--- src/rtl/karatsuba_gf2_mult_seq.sv ---
// Multi-cycle Karatsuba carry-less multiplier over GF(2)[x].
// One P x P schoolbook sub-multiplier is reused for the three partial
// products (LL, HH, MID). The products are then combined into the full
// (2M-1)-bit product, which can optionally be reduced modulo POLY.
// Operands and the result use valid/ready handshakes.
module karatsuba_gf2_mult_seq #(
  parameter int         M    = 8,
  parameter logic [M:0] POLY = 9'h11B
) (
  input  logic           clk,
  input  logic           rst_n,
  input  logic           in_valid,
  output logic           in_ready,
  input  logic [M-1:0]   in_a,
  input  logic [M-1:0]   in_b,
  input  logic           in_reduce,
  output logic           out_valid,
  input  logic           out_ready,
  output logic [2*M-2:0] out_data
);

  // Half width. For odd M the high half is zero-extended to P bits.
  localparam int P  = (M + 1) / 2;
  // Width of one partial product.
  localparam int CW = 2 * P - 1;
  // Width of the full product.
  localparam int RW = 2 * M - 1;

  typedef enum logic [2:0] {
    IDLE = 3'd0,
    LL   = 3'd1,
    HH   = 3'd2,
    MID  = 3'd3,
    COMB = 3'd4,
    RED  = 3'd5,
    DONE = 3'd6
  } state_t;

  state_t          state;
  logic [M-1:0]    a_reg;
  logic [M-1:0]    b_reg;
  logic            reduce_reg;
  logic [CW-1:0]   c_ll;
  logic [CW-1:0]   c_hh;
  logic [CW-1:0]   c_m;
  logic [RW-1:0]   raw_reg;

  logic [P-1:0]    a_lo, a_hi, b_lo, b_hi;
  logic [P-1:0]    sub_x, sub_y;
  logic [CW-1:0]   sub_prod;
  logic [RW-1:0]   raw_comb;
  logic [RW-1:0]   red_comb;

  // Schoolbook carry-less product of two P-bit polynomials.
  function automatic logic [CW-1:0] clmul(input logic [P-1:0] x,
                                          input logic [P-1:0] y);
    logic [CW-1:0] r;
    r = '0;
    for (int i = 0; i < P; i++) begin
      if (y[i]) r = r ^ (CW'(x) << i);
    end
    return r;
  endfunction

  // Split the latched operands and steer one operand pair into the shared sub-multiplier.
  always_comb begin
    // NOTE: every output of a combinational block gets a default first, so
    // that no path leaves it unassigned and no latch is inferred.
    a_lo  = a_reg[P-1:0];
    b_lo  = b_reg[P-1:0];
    a_hi  = P'(a_reg >> P);
    b_hi  = P'(b_reg >> P);
    sub_x = a_lo;
    sub_y = b_lo;
    case (state)
      HH: begin
        sub_x = a_hi;
        sub_y = b_hi;
      end
      MID: begin
        sub_x = a_lo ^ a_hi;
        sub_y = b_lo ^ b_hi;
      end
      default: ;
    endcase
    sub_prod = clmul(sub_x, sub_y);
  end

  // Karatsuba recombination. For legal inputs, the bits dropped by truncation are always zero.
  always_comb begin
    raw_comb = (RW'(c_hh) << (2 * P))
             ^ (RW'(c_m ^ c_hh ^ c_ll) << P)
             ^ RW'(c_ll);
  end

  // Single-pass reduction mod POLY, scanning from the top bit down, or pass-through.
  always_comb begin
    red_comb = raw_reg;
    if (reduce_reg) begin
      for (int i = 2 * M - 2; i >= M; i--) begin
        if (red_comb[i]) red_comb = red_comb ^ (RW'(POLY) << (i - M));
      end
    end
  end

  // Control FSM with registered handshake outputs, plus the datapath registers it sequences.
  always_ff @(posedge clk or negedge rst_n) begin
    if (!rst_n) begin
      state      <= IDLE;
      in_ready   <= 1'b1;
      out_valid  <= 1'b0;
      out_data   <= '0;
      a_reg      <= '0;
      b_reg      <= '0;
      reduce_reg <= 1'b0;
      c_ll       <= '0;
      c_hh       <= '0;
      c_m        <= '0;
      raw_reg    <= '0;
    end else begin
      // NOTE: clocked state uses non-blocking assignments only, so every
      // register samples the pre-edge values of the others.
      case (state)
        IDLE: begin
          if (in_valid && in_ready) begin
            a_reg      <= in_a;
            b_reg      <= in_b;
            reduce_reg <= in_reduce;
            in_ready   <= 1'b0;
            state      <= LL;
          end
        end
        LL: begin
          c_ll  <= sub_prod;
          state <= HH;
        end
        HH: begin
          c_hh  <= sub_prod;
          state <= MID;
        end
        MID: begin
          c_m   <= sub_prod;
          state <= COMB;
        end
        COMB: begin
          raw_reg <= raw_comb;
          state   <= RED;
        end
        RED: begin
          out_data  <= red_comb;
          out_valid <= 1'b1;
          state     <= DONE;
        end
        DONE: begin
          if (out_valid && out_ready) begin
            out_valid <= 1'b0;
            in_ready  <= 1'b1;
            state     <= IDLE;
          end
        end
        default: begin
          out_valid <= 1'b0;
          in_ready  <= 1'b1;
          state     <= IDLE;
        end
      endcase
    end
  end

endmodule

--- config.mk ---
export PLATFORM = sky130hd
export DESIGN_NAME = karatsuba_gf2_mult_seq
export DESIGN_NICKNAME = d
export VERILOG_FILES = /design/src/rtl/karatsuba_gf2_mult_seq.sv
export SDC_FILE = /design/constraint.sdc
export NUM_CORES = 1
export LEC_CHECK = 0
export ABC_AREA = 1
export CORE_ASPECT_RATIO = 1.1
export CORE_MARGIN = 2
export CORE_UTILIZATION = 40
export DETAILED_ROUTE_END_ITERATION = 10
export GPL_ROUTABILITY_DRIVEN = 0
export SLEW_MARGIN = 10
export SYNTH_ARGS = -nofsm -noshare
export SYNTH_HDL_FRONTEND = slang
export SYNTH_SLANG_ARGS = --single-unit
--- constraint.sdc ---
create_clock -name clk -period 1.5 [get_ports clk]
set_clock_uncertainty 0.1 [all_clocks]
set_input_delay 0.15 -clock clk [delete_from_list [all_inputs] [get_ports clk]]
set_output_delay 0.15 -clock clk [all_outputs]
set_load 0.02 [all_outputs]
==> results of run 1 <==
[worst max path at each step]
| stage | slack (ns) | cells past startpoint | from | endpoint |
|---|---|---|---|---|
| floorplan | -0.05 | 12 | state[2] | c_hh[3] |
| global placement | -0.20 | 11 | state[1] | c_hh[3] |
| detailed placement | -0.26 | 11 | state[1] | c_ll[3] |
| CTS | -0.16 | 12 | state[2] | c_ll[3] |
| global route | -0.34 | 14 | state[2] | c_ll[3] |
| finish | -0.27 | 12 | state[2] | c_ll[3] |
[Yosys cell counts (3+ instances only)]
master / n
a21oi_1: 7
buf_2: 3
clkbuf_1: 9
dfrtp_1: 72
inv_1: 38
inv_2: 4
mux2_2: 3
nand2_1: 186
nand3_1: 36
nand4_1: 4
nor2_1: 12
o21ai_0: 34
o21ai_1: 3
o31ai_1: 3
xnor2_1: 25
xor2_1: 12
[metrics by stage]
stage | std cells | hold WS (ns) | setup WS, ns | area, um2
after detailed placement | 639 | 0.1087 | -0.2556 | 4484
after floorplan | 463 | -0.2456 | -0.04556 | 3712
final | 686 | 0.2386 | -0.2656 | 5713
after global placement | 639 | 0.1093 | -0.2019 | 4484
after global routing | 686 | 0.2426 | -0.3429 | 5713
after CTS | 670 | 0.2135 | -0.1618 | 5135
[cells by family (layout without fill, tap and decap cells)]
| family | Yosys count | in the layout |
|---|---|---|
| muxes | 3 | 3 |
| xor gates and xnor gates | 37 | 37 |
| DFF | 73 | 73 |
| AOI/OAI and AO/OA | 49 | 49 |
| and+or+nand+nor | 246 | 248 |
| buffers and inverters | 55 | 162 |
[cell type report]
cell class	count	area, um2	share of cell area [%]
Clock inverter	3	40.04	0.7008
Clock buffer	13	148.9	2.606
Sequential cell	73	1832	32.06
Tap cell	114	142.6	2.497
Multi-Input combinational cell	337	2286	40.01
Inverter	42	170.2	2.979
Timing Repair Buffer	104	1094	19.14
[critical path, cell delays in order (launching register included)]
cell and delay, ns:
dfrtp_1 0.43, clkinv_4 0.15, buf_12 0.18, nand3_4 0.07, nand3_2 0.12, nand2_4 0.15, buf_6 0.13, nand3_2 0.07
nand2_2 0.07, nand2_2 0.05, nand2_2 0.07, nand2_1 0.06, nand2_1 0.06
[metal layers]
layer / vias to the layer above / GRT usage (%)
met2: 103 / 34.91
met3: 34 / 3.768
met4: 0 / 9.006
met5: - / 0
met1: 1617 / 20.96
li1: 1669 / -
[where the power goes]
| group | switching (mW) | internal (mW) | total, mW |
|---|---|---|---|
| logic | 4.47 | 3.73 | 8.20 |
| registers | 0.764 | 2.81 | 3.57 |
| clock network | 0.710 | 0.811 | 1.52 |
| total | 5.95 | 7.35 | 13.3 |
[repair_timing]
item | in CTS | in global routing
buffers inserted | 12 | 12
hold buffers | 1 | 0
pin swaps | 37 | 55
gates resized for setup | 131 | 111
gates cloned | 2 | 5
hold endpoints to repair | 72 | 0
setup endpoints to repair | 63 | 71
==> run_results.csv, run 1 <==
group,metric,value,unit
finish,num_antenna_cells,0,
logic_synthesis,synth_top_family_by_area,"simple AND/OR/NAND/NOR gates",
route,wl_met1,3793,um
clocking,insertion_delay,0.35,ns
sta,finalSetupTns,-10.03,ns
route,firstDrtPassIters,4,
min_path,hp-start,"in_a[1]",
logic_synthesis,synth_edf_count,0,
sta,fin_crit_sh,117.7,%
placement,io_buffers,37,
logic_synthesis,synthCells,463,
logic_synthesis,synth_seq_area_share,49.91,%
finish,num-fill-cells,693,
floorplan,pin_count,38,
route,vias,3423,
worst_setup_path,start_kind,"flop",
route,dr_wl_met3,384,um
route,met2WireLength,5335,um
sta,clock.fmax,566.4,MHz
finish,final_common_cell,"nand2_1",
route,routed_wl,9915,um
logic_synthesis,synthArstFlopShare,100.0,%
clocking,htree_num_levels,3,
worst_setup_path,worst_r2r_endpoint,"c_ll[3]",
clocking,cts.sinks,73,
worst_setup_path,path_max_fanout,7,
grt,grt_first_pass_wirelength,14800,um
run_status,status,"complete, but fails checks",
logic_synthesis,synth_xor_area_share,8.849,%
route,dr.first_iter.drc_count,127,
sta,grt_setup_unrepaired,"true",
clocking,cts-buffers-inserted,9,
min_path,whs_endpoint,"a_reg[1]",
grt,gr-usage-all-layers,19.26,%
floorplan,dieWidth,95.23,um
power,p_leak,2.815,nW
grt,antenna_found_initial,0,
power,finalPower,13.30,mW
run_status,failed_checks,"negative setup slack",
grt,grt_max_degree,74,
worst_setup_path,cp-end-kind,"flop",
clocking,root_buffer,"clkbuf_8",
route,drc_errors,0,
grt,grt-ovfl-total,0,
logic_synthesis,syn_nets,484,
sta,slew-limit-headroom,74.12,%
logic_synthesis,yosys_warnings,0,
clocking,path_clk_slew,0.07,ns
power,powerDensity,2327,nW/um2
worst_setup_path,r2r.worst_path.cells,12,
finish,most-common-layout-cells,"116 x nand2_1, 69 x dfrtp_1, 47 x nand2_2",
sta,hold_viol,0,
logic_synthesis,synth_simple_gate_area_share,27.43,%
min_path,hp-class,"in2reg",
logic_synthesis,ys.flop_type,"dfrtp_1",
clocking,cts.path.max_buffers,2,
job,maxCapViolations,0,
route,routed.top_layer,"met4",
worst_setup_path,regToRegStartpoint,"state[2]",
finish,finish.utilization,64.38,%
worst_setup_path,cp_data_arrival_time,1.96,ns
worst_setup_path,crit_required,1.69,ns
logic_synthesis,synth_compound_area_share,7.038,%
logic_synthesis,synth.avg_cell_area,7.910,um2
sta,min_period,1.766,ns
sta,setup_slack,-0.2656,ns
sta,drv_slew,0,
route,drtAntennaViolNets,0,
logic_synthesis,synth_cell_types,25,
min_path,hold_depth,3,
logic_synthesis,synthAdderAreaFrac,0,%
sta,worst_pin_slew,0.3882,ns
sta,setup_viol,70,
worst_setup_path,crit_type,"reg2reg",
finish,fin_nets,588,
floorplan,coreArea,8874,um2
grt,grt_pass1_vias,3223,
floorplan,die_height,104.4,um
floorplan,rows,36,
logic_synthesis,synth.area.top_cells,"dfrtp_1 49%, nand2_1 19%, xnor2_1 6.0%",
floorplan,initial_core_util,41.27,%
clocking,tritoncts,"yes",
route,detail_route.vias_per_cell,4.990,
finish,drive_above_1_share,40.03,%
worst_setup_path,r2r_slack,-0.27,ns
logic_synthesis,synth_area,3662,um2
finish,area_growth,56.00,%
power,peakVddDrop,0.001345,V
logic_synthesis,synth_top_cell_area_share,49.20,%
route,routedWlPerCell,14.45,um
logic_synthesis,yosysTopAreaCell,"dfrtp_1",
logic_synthesis,synthMuxAreaShare,0.9224,%
logic_synthesis,yosys_register_bits,73,
floorplan,die_area,9938,um2
placement,hpwlAfterDp,5789,um
Note: power is estimated with default switching activity, not from simulation.
==> run 2, diff against run 1 <==
--- a/config.mk
+++ b/config.mk
@@ -6,11 +6,14 @@
 export NUM_CORES = 1
 export LEC_CHECK = 0
 export ABC_AREA = 1
+export CELL_PAD_IN_SITES_DETAIL_PLACEMENT = 0
+export CELL_PAD_IN_SITES_GLOBAL_PLACEMENT = 1
 export CORE_ASPECT_RATIO = 1.1
 export CORE_MARGIN = 2
-export CORE_UTILIZATION = 40
+export CORE_UTILIZATION = 38
 export DETAILED_ROUTE_END_ITERATION = 10
 export GPL_ROUTABILITY_DRIVEN = 0
+export PLACE_DENSITY_LB_ADDON = 0.1
 export SLEW_MARGIN = 10
 export SYNTH_ARGS = -nofsm -noshare
 export SYNTH_HDL_FRONTEND = slang
==> run_results.csv, run 2 (synthesized netlist as in run 1, its figures left out) <==
group,metric,value,unit
worst_setup_path,crit_chain,"buf_8 > nand3_4 > inv_2 > nand2_2 > nand2_4 > nand2_1 > nand2_2 > nand3b_1 > nand3_1 > nand2_1",
worst_setup_path,max_stage_delay,0.50,ns
finish,multi_input_area,1988,um2
worst_setup_path,crit_required,1.64,ns
worst_setup_path,cp_data_arrival_time,1.82,ns
grt,grt-ovfl-total,0,
grt,grt_pass1_vias,3116,
clocking,insertion_delay,0.35,ns
finish,final_common_cell,"nand2_1",
sta,grt_setup_unrepaired,"true",
floorplan,pin_count,38,
route,drtAntennaViolNets,0,
sta,drv_slew,0,
worst_setup_path,crit_type,"reg2reg",
route,firstDrtPassIters,4,
sta,setup_viol,59,
power,powerDensity,2325,nW/um2
grt,grt_max_degree,74,
power,p_leak,2.663,nW
clocking,tritoncts,"yes",
grt,grtUsageMet3,3.585,%
grt,gr-usage-all-layers,17.65,%
run_status,status,"complete, but fails checks",
finish,num-fill-cells,916,
clocking,cts-buffers-inserted,9,
grt,antenna_found_initial,0,
power,peakVddDrop,0.0008502,V
power,finalPower,12.39,mW
worst_setup_path,cp_num_buf_inv,2,
sta,hold_viol,0,
sta,whs,0.2288,ns
min_path,hp-class,"in2reg",
route,drc_errors,0,
sta,clock.fmax,593.7,MHz
sta,slew-limit-headroom,73.77,%
finish,finish.instance_area,5330,um2
clocking,htree_num_levels,3,
worst_setup_path,start_kind,"flop",
grt,top_usage_layer,"met2",
placement,placed_area,4513,um2
finish,seqCellArea,1831,um2
clocking,path_clk_slew,0.08,ns
worst_setup_path,r2r_slack,-0.18,ns
sta,worst_pin_slew,0.3934,ns
route,dr.first_iter.drc_count,120,
worst_setup_path,cp-end-kind,"flop",
worst_setup_path,worst_r2r_endpoint,"c_m[4]",
clocking,root_buffer,"clkbuf_8",
worst_setup_path,crit_cells,10,
route,vias,3239,
grt,met2_usage,32.41,%
grt,grtUsageMet1,19.85,%
floorplan,dieWidth,97.60,um
floorplan,coreArea,9351,um2
floorplan,die_height,107.0,um
finish,num_antenna_cells,0,
floorplan,rows,37,
sta,min_period,1.684,ns
route,detail_route.vias_per_cell,4.735,
clocking,cts.path.max_buffers,2,
sta,fin_crit_sh,112.3,%
sta,finalSetupTns,-4.232,ns
floorplan,die_area,10440,um2
grt,grt_first_pass_wirelength,14570,um
finish,fin_nets,584,
worst_setup_path,critical_path.top_delay_family,"simple AND/OR/NAND/NOR gates",
placement,io_buffers,37,
worst_setup_path,r2r.worst_path.cells,10,
worst_setup_path,cp_slowest_cell,"dfrtp_2",
floorplan,initial_core_util,39.16,%
worst_setup_path,regToRegStartpoint,"state[1]",
worst_setup_path,path_max_fanout,7,
route,routed_wl,9040,um
clocking,cts.sinks,73,
finish,area_growth,45.54,%
sta,setup_slack,-0.1845,ns
run_status,failed_checks,"negative setup slack",
job,maxCapViolations,0,
finish,most-common-layout-cells,"157 x nand2_1, 70 x dfrtp_1, 47 x buf_4",
worst_setup_path,crit_start,"state[1]",
worst_setup_path,crit_end,"c_m[4]",
finish,drive_above_1_share,27.51,%
route,routedWlPerCell,13.22,um
placement,hpwlAfterDp,6144,um
run 2: layout make-up:
type / instances / share of cell area (%)
clock buffer: 10 / 2.582
inverter: 42 / 3.192
tap: 117 / 2.746
timing repair inverter: 1 / 0.1174
sequential: 73 / 34.34
multi-input combinational: 336 / 37.30
timing repair buffer: 100 / 17.77
clock inverter: 5 / 1.948
run 2: metrics by stage:
step                      util, %  worst slack (ns)  instances
final                       57.00           -0.1845        684
after global routing        57.00           -0.3071        684
after CTS                   53.04           -0.1761        672
after detailed placement    48.26           -0.2490        647
after global placement      48.26           -0.1867        647
after floorplan                 -          -0.04556        463
run 2: worst min-delay path by stage:
stage / startpoint / endpoint / slack [ns] / cells after the start
2_1_floorplan: rst_n / a_reg[0] / -0.25 / 0
3_3_place_gp: rst_n / out_data[14] / 0.11 / 2
3_5_place_dp: rst_n / out_data[14] / 0.11 / 2
4_1_cts: in_b[3] / b_reg[3] / 0.22 / 3
5_1_grt: in_b[3] / b_reg[3] / 0.24 / 3
6_report: in_b[3] / b_reg[3] / 0.23 / 3
run 2: where the power goes:
| group | leakage (nW) | total (mW) | switching, mW | internal [mW] |
|---|---|---|---|---|
| registers | 0.938 | 3.53 | 0.723 | 2.80 |
| logic | 1.60 | 6.96 | 3.79 | 3.18 |
| clock network | 0.122 | 1.91 | 0.763 | 1.14 |
| total | 2.66 | 12.4 | 5.27 | 7.12 |
run 2: what timing repair did:
action                     CTS  global route
hold endpoints to repair    72             0
setup buffers                7            10
resized for setup           54            77
setup endpoints to repair   69            70
hold buffers                 1             0
cloned                       2             2
pin swaps                   12            18
run 2: metal layers:
layer | wire [um] | part of all wire [%] | up-vias
li1 | - | - | 1652
met1 | 3659 | 40 | 1512
met2 | 4793 | 53 | 54
met3 | 271 | 3.0 | 21
met4 | 315 | 3.5 | 0
met5 | 0 | 0 | -
run 2: worst min-delay path, cell delays in order:
cell and delay, ns:
clkdlybuf4s50_1 0.39, nand2_1 0.06, nand2_1 0.04
==> run 3, diff against run 2 <==
--- a/config.mk
+++ b/config.mk
@@ -6,10 +6,10 @@
 export NUM_CORES = 1
 export LEC_CHECK = 0
 export ABC_AREA = 1
+export ABC_CLOCK_PERIOD_IN_PS = 1500
 export CELL_PAD_IN_SITES_DETAIL_PLACEMENT = 0
 export CELL_PAD_IN_SITES_GLOBAL_PLACEMENT = 1
 export CORE_ASPECT_RATIO = 1.1
-export CORE_MARGIN = 2
 export CORE_UTILIZATION = 38
 export DETAILED_ROUTE_END_ITERATION = 10
 export GPL_ROUTABILITY_DRIVEN = 0
==> run_results.csv, run 3 (synthesized netlist as in run 1, its figures left out) <==
group,metric,value,unit
worst_setup_path,max_stage_delay,0.41,ns
sta,worst_pin_slew,0.3920,ns
route,routedWlPerCell,12.68,um
worst_setup_path,start_kind,"flop",
clocking,cts.path.max_buffers,2,
grt,grt_first_pass_wirelength,14870,um
power,finalPower,11.95,mW
floorplan,dieWidth,95.60,um
route,routed_wl,8674,um
placement,io_buffers,37,
sta,min_period,1.705,ns
sta,setup_slack,-0.2053,ns
power,clockPowerShare,11.5,%
clocking,cts-buffers-inserted,9,
grt,antenna_found_initial,0,
power,p_sw,5.290,mW
worst_setup_path,cp_data_arrival_time,1.85,ns
route,routed.top_layer,"met4",
clocking,cts.sinks,73,
floorplan,die_area,10030,um2
placement,place_ws,-0.2788,ns
sta,drv_slew,0,
finish,fin_nets,584,
clocking,insertion_delay,0.34,ns
power,sw_frac_of_total,44.26,%
grt,gr-usage-all-layers,19.27,%
worst_setup_path,cp-end-kind,"flop",
route,detail_route.vias_per_cell,4.728,
route,met2WireLength,4820,um
power,powerDensity,2248,nW/um2
worst_setup_path,path_max_fanout,7,
min_path,hp-class,"in2reg",
sta,setup_viol,67,
worst_setup_path,cp_slowest_cell,"dfrtp_1",
power,power_frac_comb,59.0,%
power,p_leak,2.636,nW
worst_setup_path,crit_type,"reg2reg",
route,dr_wl_met3,174,um
worst_setup_path,crit_chain,"clkinv_4 > buf_12 > nand3_4 > inv_2 > nand2_2 > nand2_4 > buf_4 > nand3_2 > nand2_2 > nand2_2 > nand2_2 > nand2_1 > nand2_1",
sta,slew-limit-headroom,73.87,%
clocking,tritoncts,"yes",
run_status,failed_checks,"negative setup slack",
finish,num_antenna_cells,0,
route,drc_errors,0,
run_status,status,"complete, but fails checks",
sta,grt_setup_unrepaired,"true",
clocking,path_clk_slew,0.08,ns
finish,final_common_cell,"nand2_1",
placement,hpwlAfterDp,5960,um
grt,grt-ovfl-total,0,
floorplan,coreArea,9351,um2
worst_setup_path,critPathMostFrequentCell,"nand2_2",
sta,hold_viol,0,
sta,clock.fmax,586.4,MHz
job,maxCapViolations,0,
floorplan,rows,37,
route,firstDrtPassIters,4,
power,peakVddDrop,0.0009645,V
floorplan,initial_core_util,39.16,%
route,wl_met1,3541,um
floorplan,pin_count,38,
floorplan,die_height,105.0,um
route,dr.first_iter.drc_count,141,
route,drtAntennaViolNets,0,
grt,grt_max_degree,74,
finish,area_growth,45.17,%
worst_setup_path,crit_required,1.64,ns
sta,whs,0.2390,ns
route,vias,3234,
finish,most-common-layout-cells,"154 x nand2_1, 71 x dfrtp_1, 48 x buf_4",
grt,grt_pass1_vias,3233,
clocking,htree_num_levels,3,
finish,drive_above_1_share,29.63,%
sta,fin_crit_sh,113.7,%
power,power.internal,6.661,mW
power,seq_power_share,29.5,%
clocking,root_buffer,"clkbuf_8",
run 3: cell count changes in the layout (fill, tap and decap cells not counted), sizes merged:
cell      before  now
clkinv         4    3
clkinvlp       0    3
nand3         38   39
bufinv         3    0
run 3: per-stage QoR:
step	instance area [um2]	utilization [%]	TNS (ns)	cells
2_1_floorplan	3712	-	-0.2297	463
3_3_place_gp	4541	48.56	-3.775	649
3_5_place_dp	4541	48.56	-5.103	649
4_1_cts	5100	54.54	-3.156	679
5_1_grt	5316	56.85	-12.69	684
6_report	5316	56.85	-7.165	684
run 3: final cells by class:
cell class,count,area [um2]
fill,857,4035
clock buffer,10,137.6
clock inverter,5,32.53
timing repair buffer,100,937.1
sequential,73,1829
multi-input combinational,337,2058
tap,117,146.4
inverter,42,175.2
run 3: power groups by stage:
stage	combinational (mW)	sequential [mW]	clock, mW
floorplan	3.47	3.58	0
detailed placement	5.70	3.45	0
global placement	5.66	3.43	0
global route	7.85	3.65	1.52
finish	7.05	3.52	1.38
CTS	6.49	3.49	1.44
run 3: final timing paths:
path,from,to,slack (ns),cells after the start
max,state[2],c_m[3],-0.21,13
min,in_b[3],b_reg[3],0.24,3
max reg2reg,state[2],c_m[3],-0.21,13
min reg2reg,out_data[1],out_data[1],0.37,2
max in group asynchronous,rst_n,in_ready,0.71,3
min in group asynchronous,rst_n,out_data[14],0.26,3
run 3: critical path, delay by kind of cell, from the launching register on:
kind                   cells  cell delay [ns]
AND/OR/NAND/NOR            9             0.60
buffers and inverters      4             0.48
flip-flops                 1             0.41
run 3: routing by layer:
| layer | track usage, % | vias up |
|---|---|---|
| met1 | 21.75 | 1516 |
| met4 | 6.823 | 0 |
| met2 | 35.36 | 43 |
| met5 | 0 | - |
| met3 | 3.493 | 12 |
| li1 | - | 1663 |
run 3: repair_timing:
action | 4_1_cts | 5_1_grt
pin swaps | 17 | 33
gates resized for setup | 89 | 56
gates cloned | 2 | 1
buffers inserted | 14 | 4
hold buffers | 1 | 0
hold endpoints to repair | 72 | 0
endpoints found under the setup margin | 69 | 70
